[config.mk]
export PLATFORM = sky130hd
export DESIGN_NAME = fetch_stage
export DESIGN_NICKNAME = d
export VERILOG_FILES = /design/src/rtl/fetch_stage.sv
export SDC_FILE = /design/constraint.sdc
export NUM_CORES = 1
export LEC_CHECK = 0
export CAP_MARGIN = 10
export CORE_MARGIN = 5
export CORE_UTILIZATION = 52
export DETAILED_ROUTE_END_ITERATION = 12
export PLACE_DENSITY = 0.86
export SLEW_MARGIN = 15
export SYNTH_ARGS = -nofsm -noshare
export SYNTH_HDL_FRONTEND = slang
export SYNTH_SLANG_ARGS = --single-unit
[constraint.sdc]
create_clock -name clk -period 4.6 [get_ports clk]
set_clock_uncertainty 0.05 [all_clocks]
set_input_delay 0.69 -clock clk [delete_from_list [all_inputs] [get_ports clk]]
set_output_delay 0.69 -clock clk [all_outputs]
set_load 0.005 [all_outputs]
[src/rtl/fetch_stage.sv]
// RV32I instruction-fetch stage: owns the fetch PC, runs a single-outstanding imem
// handshake and registers {instr, pc, pc+4, valid} into the IF/ID boundary.

module adder #(
    parameter int unsigned W = 32
) (
    input  logic [W-1:0] i_a,
    input  logic [W-1:0] i_b,
    output logic [W-1:0] o_sum_c
);
    assign o_sum_c = i_a + i_b;
endmodule

module fetch_stage #(
    parameter int unsigned     XLEN     = 32,
    parameter logic [XLEN-1:0] RESET_PC = '0
) (
    input  logic            clk,
    input  logic            reset,
    input  logic            stall_d,
    input  logic            flush_d,
    input  logic            redirect_e,
    input  logic [XLEN-1:0] target_e,
    output logic            imem_req_valid,
    output logic [XLEN-1:0] imem_req_addr,
    input  logic            imem_req_ready,
    input  logic            imem_rsp_valid,
    input  logic [31:0]     imem_rsp_data,
    output logic [31:0]     instr_d,
    output logic [XLEN-1:0] pc_d,
    output logic [XLEN-1:0] pc_plus4_d,
    output logic            valid_d
);
    localparam logic [31:0] NOP = 32'h0000_0013;

    typedef enum logic [1:0] {
        S_REQ  = 2'd0,
        S_WAIT = 2'd1,
        S_HOLD = 2'd2,
        S_KILL = 2'd3
    } state_t;

    state_t          r_state;
    logic [XLEN-1:0] r_pc_f;
    logic [31:0]     r_hold_instr;
    logic [31:0]     r_instr_d;
    logic [XLEN-1:0] r_pc_d;
    logic [XLEN-1:0] r_pc_plus4_d;
    logic            r_valid_d;

    logic [XLEN-1:0] w_pc_plus4;
    logic [XLEN-1:0] w_target;
    logic            w_load;
    logic [31:0]     w_load_instr;

    adder #(.W(XLEN)) u_pc_adder (
        .i_a     (r_pc_f),
        .i_b     (XLEN'(4)),
        .o_sum_c (w_pc_plus4)
    );

    assign w_target = target_e & ~XLEN'(3);

    // An instruction reaches IF/ID straight from memory or from the hold buffer.
    always_comb begin
        w_load       = 1'b0;
        w_load_instr = imem_rsp_data;
        if (!redirect_e && !stall_d) begin
            if (r_state == S_WAIT && imem_rsp_valid) begin
                w_load = 1'b1;
            end else if (r_state == S_HOLD) begin
                w_load       = 1'b1;
                w_load_instr = r_hold_instr;
            end
        end
    end

    always_ff @(posedge clk) begin
        if (reset) begin
            r_state      <= S_REQ;
            r_pc_f       <= RESET_PC;
            r_hold_instr <= NOP;
            r_instr_d    <= NOP;
            r_pc_d       <= '0;
            r_pc_plus4_d <= '0;
            r_valid_d    <= 1'b0;
        end else begin
            case (r_state)
                S_REQ: begin
                    if (redirect_e) begin
                        r_pc_f <= w_target;
                        // a request accepted alongside a redirect returns a stale word
                        if (imem_req_ready) r_state <= S_KILL;
                    end else if (imem_req_ready) begin
                        r_state <= S_WAIT;
                    end
                end
                S_WAIT: begin
                    if (redirect_e) begin
                        r_pc_f  <= w_target;
                        r_state <= imem_rsp_valid ? S_REQ : S_KILL;
                    end else if (imem_rsp_valid) begin
                        if (stall_d) begin
                            r_hold_instr <= imem_rsp_data;
                            r_state      <= S_HOLD;
                        end else begin
                            r_state <= S_REQ;
                        end
                    end
                end
                S_HOLD: begin
                    if (redirect_e) begin
                        r_pc_f  <= w_target;
                        r_state <= S_REQ;
                    end else if (!stall_d) begin
                        r_state <= S_REQ;
                    end
                end
                S_KILL: begin
                    if (redirect_e) r_pc_f <= w_target;
                    if (imem_rsp_valid) r_state <= S_REQ;
                end
                default: r_state <= S_REQ;
            endcase

            if (w_load) r_pc_f <= w_pc_plus4;

            // IF/ID boundary: flush beats stall beats load
            if (flush_d) begin
                r_valid_d <= 1'b0;
                r_instr_d <= NOP;
            end else if (!stall_d) begin
                if (w_load) begin
                    r_valid_d    <= 1'b1;
                    r_instr_d    <= w_load_instr;
                    r_pc_d       <= r_pc_f;
                    r_pc_plus4_d <= w_pc_plus4;
                end else begin
                    r_valid_d <= 1'b0;
                end
            end
        end
    end

    assign imem_req_valid = (r_state == S_REQ);
    assign imem_req_addr  = r_pc_f;
    assign instr_d        = r_instr_d;
    assign pc_d           = r_pc_d;
    assign pc_plus4_d     = r_pc_plus4_d;
    assign valid_d        = r_valid_d;

endmodule
== Word level (Yosys, flattened, before mapping) ==
Cells that the tools add are included.

* Add/sub/neg operators: 1
* Equality and inequality tests: 8
* Multiplexer cells: 21
* Bitwise operators: 3
* Reductions and logical operators: 11

{| class="wikitable"
|+ Operators with widths
! cell !! count
|-
| 2-to-1 mux 32 bit || 6
|-
| adder 32 x 3 -> 32 bit (second input constant) || 1
|-
| 2-to-1 mux 2 bit || 10
|-
| one-hot mux 2 bit (4 select lines) || 1
|-
| AND reduction 4 bit || 2
|-
| != test 3 bit (second input constant) || 2
|-
| equality test 2 bit (second input constant) || 2
|-
| 2-to-1 mux 1 bit || 4
|-
| OR reduction 4 bit || 1
|-
| != test 3 x 1 -> 1 bit (second input constant) || 1
|-
| inverter 1 bit || 3
|-
| AND reduction 3 bit || 1
|-
| equality test 2 x 1 -> 1 bit (second input constant) || 1
|-
| logical AND 1 bit || 2
|-
| zero test 1 bit || 2
|-
| zero test 2 bit || 1
|-
| != test 2 x 1 -> 1 bit (second input constant) || 1
|-
| != test 2 bit (second input constant) || 1
|-
| AND reduction 2 bit || 1
|-
| OR reduction 2 bit || 1
|}

* Register bits after elaboration: 163
* Input bits: 71
* Output and inout bits: 130
* Word-level logic and storage cells: 51

== Logic depth before layout (Yosys ltp) ==
Gate-level depths: netlist (run 1).

* Depth after elaboration: 5
* Gate-level depth with buffers: 8
* Gate-level depth less buffers: 6

== By module ==
A second synthesis (run 1) with hierarchy kept.

* Cells, all modules: 933
* Area total of the unflattened synthesis: 7820.0 sq um

{| class="wikitable"
|+ By module, submodules not included
! module !! instances !! cells an instance !! area each (sq um)
|-
| fetch_stage || 1 || 712 || 6218.5
|-
| adder || 1 || 221 || 1601.5
|}

== Least setup slack after synthesis (run 1) ==
OpenSTA, ideal clock, no wires.

* Kind: input to register
* From: in stall_d
* To: reg r_hold_instr[10]
* Library setup time: 132 ps
* Arrival time: 1822 ps
* Required time: 4418 ps
* Setup slack: 2596 ps
* Cell stages on the path: 7
* Cells stage by stage: clkbuf_1 > nand4b_1 > or2_2 > clkbuf_1 > clkbuf_1 > nand2_1 > a21oi_1

* Cells in the longest elaborated chain, start to end: 1

{| class="wikitable"
|+ RTL lines
! what !! line !! RTL
|-
| start, declared || 20 || <nowiki>input logic stall_d,</nowiki>
|-
| AND reduction 4 bit (no source line) || - ||
|-
| end signal, assigned || 104 || <nowiki>r_hold_instr <= imem_rsp_data;</nowiki>
|-
| end, declared || 45 || <nowiki>logic [31:0] r_hold_instr;</nowiki>
|}

Every way passes these cells.
A chain may end at the register's enable or synchronous reset.

== Worst setup path after layout (run 1) ==
* From: in redirect_e
* To: reg r_pc_f[16], in the netlist imem_req_addr[16]

* Cells in the longest elaborated chain, start to end: 4

{| class="wikitable"
|+ RTL lines
! what !! line !! RTL
|-
| start, declared || 22 || <nowiki>input logic redirect_e,</nowiki>
|-
| zero test 1 bit || 68 || <nowiki>if (!redirect_e && !stall_d) begin</nowiki>
|-
| logical AND 1 bit || 68 ||
|-
| 2-to-1 mux 1 bit || 68 ||
|-
| != test 3 x 1 -> 1 bit (no source line) or 2-to-1 mux 32 bit (tied branches) || - ||
|-
| end signal, assigned || 91 || <nowiki>r_pc_f <= w_target;</nowiki>
|-
| end signal, assigned || 100 || <nowiki>r_pc_f <= w_target;</nowiki>
|-
| end signal, assigned || 113 || <nowiki>r_pc_f <= w_target;</nowiki>
|-
| end, declared || 44 || <nowiki>logic [XLEN-1:0] r_pc_f;</nowiki>
|}

Parallel ways exist; a longest one is shown, timed or not.

==> results of run 1 <==
==> how the worst max path moves through the flow <==
stage                         startpoint                 to  slack, ns  cells after the start
final                         redirect_e  imem_req_addr[16]       1.81                      5
after floorplan                  stall_d   r_hold_instr[10]       2.60                      7
after global placement    imem_rsp_valid     pc_plus4_d[22]       1.49                      7
after detailed placement  imem_rsp_valid     pc_plus4_d[21]       1.45                      7
after CTS                 imem_rsp_valid     pc_plus4_d[17]       1.84                      7
after global routing      imem_rsp_valid     pc_plus4_d[17]       1.67                      7
==> stage by stage <==
stage | util | power [mW] | std cells | hold slack, ns | instance area (um2)
final | 0.713 | 3.11 | 1173 | 0.404 | 9410
after detailed placement | 0.671 | 1.80 | 1141 | 0.395 | 8850
after floorplan | - | 1.63 | 842 | 0.386 | 6990
after global routing | 0.713 | 3.22 | 1173 | 0.417 | 9410
after global placement | 0.671 | 1.80 | 1141 | 0.390 | 8850
after CTS | 0.713 | 3.13 | 1173 | 0.404 | 9410
==> kinds of logic (layout without fill, tap and decap cells) <==
family | count (synthesis) | count (layout) | synth area share
flip-flops | 157 | 157 | 0.451
buffers and inverters | 94 | 249 | 0.0621
AO/OA/AOI/OAI | 204 | 204 | 0.188
adder cells (fa/ha/maj) | 1 | 1 | 0.00179
XOR/XNOR | 37 | 37 | 0.0465
AND/OR/NAND/NOR | 314 | 314 | 0.209
multiplexers | 29 | 29 | 0.0416
other | 1 | 6 | 0.000538
==> state kept, by name, summed over array words and instances, names as in the netlist <==
name	cells
pc_d	30
imem_req_addr	30
r_state	2
valid_d	1
r_hold_instr	32
pc_plus4_d	30
instr_d	32
==> report_power, final <==
group | switching [mW] | leakage, nW | internal, mW
Sequential | 0.0566 | 1.27 | 1.40
Combinational | 0.155 | 1.58 | 0.170
Clock | 0.580 | 0.264 | 0.756
Total | 0.791 | 3.11 | 2.32
==> synth_stat cells, types with 2 or more instances <==
cell | instances | share of area
a221oi_1 | 2 | 0.0025
nor3_1 | 3 | 0.0022
and3_1 | 5 | 0.0045
and4_1 | 2 | 0.0025
xnor2_1 | 16 | 0.020
a21oi_1 | 94 | 0.067
nand3_2 | 2 | 0.0029
o211ai_1 | 3 | 0.0032
nor2_1 | 74 | 0.040
o221ai_1 | 4 | 0.0050
o21ai_0 | 9 | 0.0065
a31oi_1 | 7 | 0.0063
a22oi_1 | 7 | 0.0075
and2_1 | 4 | 0.0036
o21a_1 | 10 | 0.011
a211oi_1 | 53 | 0.057
or3_1 | 4 | 0.0036
nand2_1 | 158 | 0.085
or2_2 | 3 | 0.0027
nand4_4 | 2 | 0.0061
inv_1 | 16 | 0.0086
nor4_4 | 2 | 0.0061
a311oi_1 | 2 | 0.0025
mux2i_1 | 29 | 0.042
nor2b_1 | 2 | 0.0018
nand2b_1 | 3 | 0.0027
a211oi_2 | 4 | 0.0072
dfxtp_1 | 157 | 0.45
xor2_1 | 21 | 0.026
nor4_1 | 3 | 0.0027
buf_2 | 25 | 0.018
nand4_1 | 12 | 0.011
nand3b_1 | 9 | 0.0097
buf_4 | 11 | 0.012
clkbuf_1 | 40 | 0.022
nand3_1 | 20 | 0.014
o31a_1 | 2 | 0.0025
==> final cells by class <==
class | instances | area share
tap | 176 | 0.0234
sequential | 157 | 0.334
inverter | 16 | 0.00638
timing repair buffer | 201 | 0.212
clock inverter | 14 | 0.0130
multi-input combinational | 591 | 0.365
clock buffer | 18 | 0.0467
==> routing by layer <==
layer,GRT usage,up-vias
met1,0.333,3080
met5,0,-
met2,0.395,222
met4,0.0763,0
li1,-,3182
met3,0.0758,26
==> layout by cell type (no fill, tap or decap), types with 5 or more instances in the layout <==
master	n
a211oi_1	53
a21oi_1	94
a22oi_1	7
a31oi_1	7
and3_1	5
buf_4	9
clkbuf_16	17
clkdlybuf4s50_1	190
clkinvlp_4	5
conb_1	6
dfxtp_1	157
inv_1	16
mux2i_1	29
nand2_1	158
nand3_1	20
nand3b_1	9
nand4_1	12
nor2_1	73
o21a_1	10
o21ai_0	9
xnor2_1	16
xor2_1	21
==> worst max-delay path, cell delays in order <==
cell and delay, ns:
buf_2 0.77, a211oi_4 0.21, nor2_1 0.89, o21ai_0 0.28, a31oi_1 0.22
==> reports/metrics.yaml, run 1 <==
floorplanning:
  die_y_um: 126
  die_area_mm2: 0.0158
  die_w_um: 126
  rows: 42
  core_area_mm2: 0.0132
  start_util: 0.529
  pin_count: 201
timing:
  maxSlewHeadroom: 0.281
  max_freq_mhz: 358
  hold_viol_final: 0
  rsz0062_at_grt: "false"
  period_share: 0.607
  fin_setup_tns_ns: 0
  fin_crit_ns: 2.79
  setup_violations: 0
  worst_slack_ns: 1.81
  maxSlewViolCount: 0
  worstMarginPinSlew_ns: 1.07
final_layout:
  layout-drive-gt1-share: 0.0622
  antennaDiodeCount: 0
  ff_latch_area_mm2: 0.00314
  nFillCells: 1019
  nets: 1056
  syn2layout_area_growth_pct: 35.0
  multi_input_area_mm2: 0.00343
critical_path:
  worstSetupEndpointType: "flop"
  arrival_ns: 3.08
  worstPathRequired_ns: 4.89
  r2r_start: "r_state[0]"
  reg2reg_depth: 5
  rrSetupSlack_ns: 1.96
  reg2reg_to: "imem_req_addr[16]"
  crit_fanout: 54
  path_class: "primary input to flop"
  critPathLaunchType: "primary input"
clock_network:
  cts_sinks: 157
  postCtsResizedCells: 0
  numCtsBuffers: 17
  cts_root_buffer: "clkbuf_16"
  clkLatencyLatePin_ns: 0.43
  htreeDepth: 4
  cts_setup_buffers: 0
  clockBufferDepth: 2
  clk_pin_slew_worst_paths_ns: 0.06
  cts_tree: "built"
  hold_buffers: 0
route:
  first_pass_iters: 6
  route.met3.wl_um: 1470
  num_vias: 6510
  m1WireLength_um: 8890
  dr_wl_met2_um: 9490
  wl_per_cell_um: 17.3
  detail_route.vias_per_cell: 5.55
  drt_iter0_markers: 564
  wl_um: 20300
  routed.top_layer: "met4"
  drc: 0
  ant_nets: 0
global_routing:
  grt_pass1_vias: 6079
  grt_first_pass_wirelength_um: 32300
  grt_max_degree: 88
  antenna_found_initial: 0
  grt_usage: 0.251
  overflow: 0
synth:
  ys.flop_type: "dfxtp_1"
  avgSynthCellArea_um2: 8.33
  synth_edf_count: 0
  ys_types: 54
  async_flop_share: 0
  netlist_instances: 837
  synth-seq-cells: 157
  synthesis.area_mm2: 0.00697
  yosysWarnings: 0
  ys_seq_area_frac: 0.451
run_status:
  status: "completed"
pwr:
  peakVddDrop_mv: 0.335
  power_leakage_nw: 3.11
  powerDensity_mw_per_mm2: 331
run:
  cap_violations: 0
placed_design:
  post-place-ws_ns: 1.45
  gp_congestion: 0.868
  dp_hpwl_um: 13600
  io_buffers: 192
worst_hold_path:
  holdPathStages: 2
  min_from: "pc_d[16]"
  holdPathEnd: "pc_d[16]"
  hp-class: "flop to flop"
Power figures use the tool's default switching activity.
==> run 2: changes to the inputs <==
--- a/config.mk
+++ b/config.mk
@@ -7,9 +7,9 @@
 export LEC_CHECK = 0
 export CAP_MARGIN = 10
 export CORE_MARGIN = 5
-export CORE_UTILIZATION = 52
+export CORE_UTILIZATION = 48
 export DETAILED_ROUTE_END_ITERATION = 12
-export PLACE_DENSITY = 0.86
+export PLACE_DENSITY = 0.81
 export SLEW_MARGIN = 15
 export SYNTH_ARGS = -nofsm -noshare
 export SYNTH_HDL_FRONTEND = slang
==> constraint.sdc (replaced) <==
create_clock -name clk -period 2.65 [get_ports clk]
set_clock_uncertainty 0.05 [all_clocks]
set_input_delay 0.3975 -clock clk [delete_from_list [all_inputs] [get_ports clk]]
set_output_delay 0.3975 -clock clk [all_outputs]
set_load 0.005 [all_outputs]
==> run 2 against run 1 <==
Sequential power grew 72%. Flip-flop and latch count is the same. Non-clock buffer count grew 20. Core utilization shrank 4.2 points. Global-route usage shrank 1.2 points. Setup slack lost 1.4 ns. Design area grew 2.5%. Via count grew 0.61%. Sequential share of layout area shrank 0.82 points. Largest power group is now clock. Highest routed layer unchanged.
==> reports/metrics.yaml, run 2 (synthesis results as in run 1) <==
run_status:
  status: "completed"
clock_network:
  clkLatencyLatePin_ns: 0.42
  cts_root_buffer: "clkbuf_16"
  cts_setup_buffers: 0
  htreeDepth: 4
  postCtsResizedCells: 0
  clockBufferDepth: 2
  numCtsBuffers: 17
  clk_pin_slew_worst_paths_ns: 0.06
  hold_buffers: 0
  cts_tree: "built"
  cts_sinks: 157
timing:
  setup_violations: 0
  maxSlewHeadroom: 0.305
  worstMarginPinSlew_ns: 1.04
  worst_slack_ns: 0.427
  rsz0062_at_grt: "false"
  hold_viol_final: 0
  maxSlewViolCount: 0
  fin_crit_ns: 2.22
  period_share: 0.839
  fin_setup_tns_ns: 0
  hold_ws_ns: 0.301
  max_freq_mhz: 450
floorplanning:
  die_y_um: 131
  die_w_um: 131
  pin_count: 201
  start_util: 0.485
  die_area_mm2: 0.0170
  core_area_mm2: 0.0144
  rows: 44
final_layout:
  nets: 1076
  syn2layout_area_growth_pct: 38.4
  final_cell_mix: "clkdlybuf4s50_1 (190), nand2_1 (158), dfxtp_1 (157), a21oi_1 (94), nor2_1 (73)"
  layout-drive-gt1-share: 0.0787
  final_area_mm2: 0.00965
  mostFrequentLayoutCell: "clkdlybuf4s50_1"
critical_path:
  crit_fanout: 14
  arrival_ns: 2.49
  worstPathRequired_ns: 2.92
  worstSetupEndpointType: "flop"
  critPathLaunchType: "primary input"
  path_class: "primary input to flop"
route:
  wl_per_cell_um: 17.3
  drc: 0
  ant_nets: 0
  first_pass_iters: 5
  drt_iter0_markers: 551
  detail_route.vias_per_cell: 5.45
  wl_um: 20800
  num_vias: 6550
global_routing:
  use_met2: 0.371
  grt_pass1_vias: 6118
  grt_first_pass_wirelength_um: 31900
  grt_usage: 0.239
  overflow: 0
  grt_use_met3: 0.0740
  antenna_found_initial: 0
  met1_usage: 0.314
  grt_max_degree: 63
  grt_busiest_layer: "met2"
pwr:
  peakVddDrop_mv: 0.453
  power_mw: 5.64
  power_leakage_nw: 3.25
  powerDensity_mw_per_mm2: 585
run:
  cap_violations: 0
placed_design:
  io_buffers: 192
  detailed_place.area_mm2: 0.00903
  post-place-ws_ns: 0.0557
  dp_hpwl_um: 14300
  gp_congestion: 0.864
worst_hold_path:
  hp-class: "primary input to flop"
run 2: cell count changes in the layout (fill, tap and decap cells not counted), sizes merged:
cell / previous run / this run
diode: 0 / 1
clkinv: 8 / 7
buf: 11 / 31
clkbuf: 18 / 20
bufinv: 1 / 3
inv: 16 / 17
clkinvlp: 5 / 1
run 2: per-layer routing:
layer	vias to the layer above	routed length, um	part of all wire
met3	37	1850	0.089
met1	3034	8890	0.43
met2	265	9620	0.46
li1	3214	-	-
met5	-	0	0
met4	0	434	0.021
run 2: cell type report:
type                       instances  area, um2
antenna                            1       2.50
clock buffer                      20        447
clock inverter                    12        164
fill                            1169       4720
inverter                          16       60.1
multi-input combinational        591       3430
sequential                       157       3140
tap                              184        230
timing repair buffer             221       2170
run 2: final timing paths:
check	from	to	slack (ns)	cells past startpoint
setup reg to reg	imem_req_addr[2]	pc_plus4_d[28]	0.43	6
hold / removal	reset	pc_plus4_d[31]	0.30	2
hold reg to reg	pc_d[30]	pc_d[30]	0.41	2
setup / recovery	stall_d	imem_req_addr[13]	0.43	5
run 2: report_power, final:
group          switching [mW]  internal, mW  total [mW]
Sequential             0.0757          2.43        2.50
Combinational           0.300         0.317       0.618
Clock                    1.00          1.52        2.52
Total                    1.38          4.26        5.64
run 2: through the flow:
stage,std cells,util
4_1_cts,1201,0.671
5_1_grt,1201,0.671
3_3_place_gp,1169,0.629
6_report,1202,0.671
3_5_place_dp,1169,0.629
2_1_floorplan,842,-
run 2: critical path, cell delays in order:
cell             delay [ns]
clkdlybuf4s50_1        0.73
a211oi_4               0.12
nor2_1                 0.80
a21oi_1                0.13
o221a_2                0.30
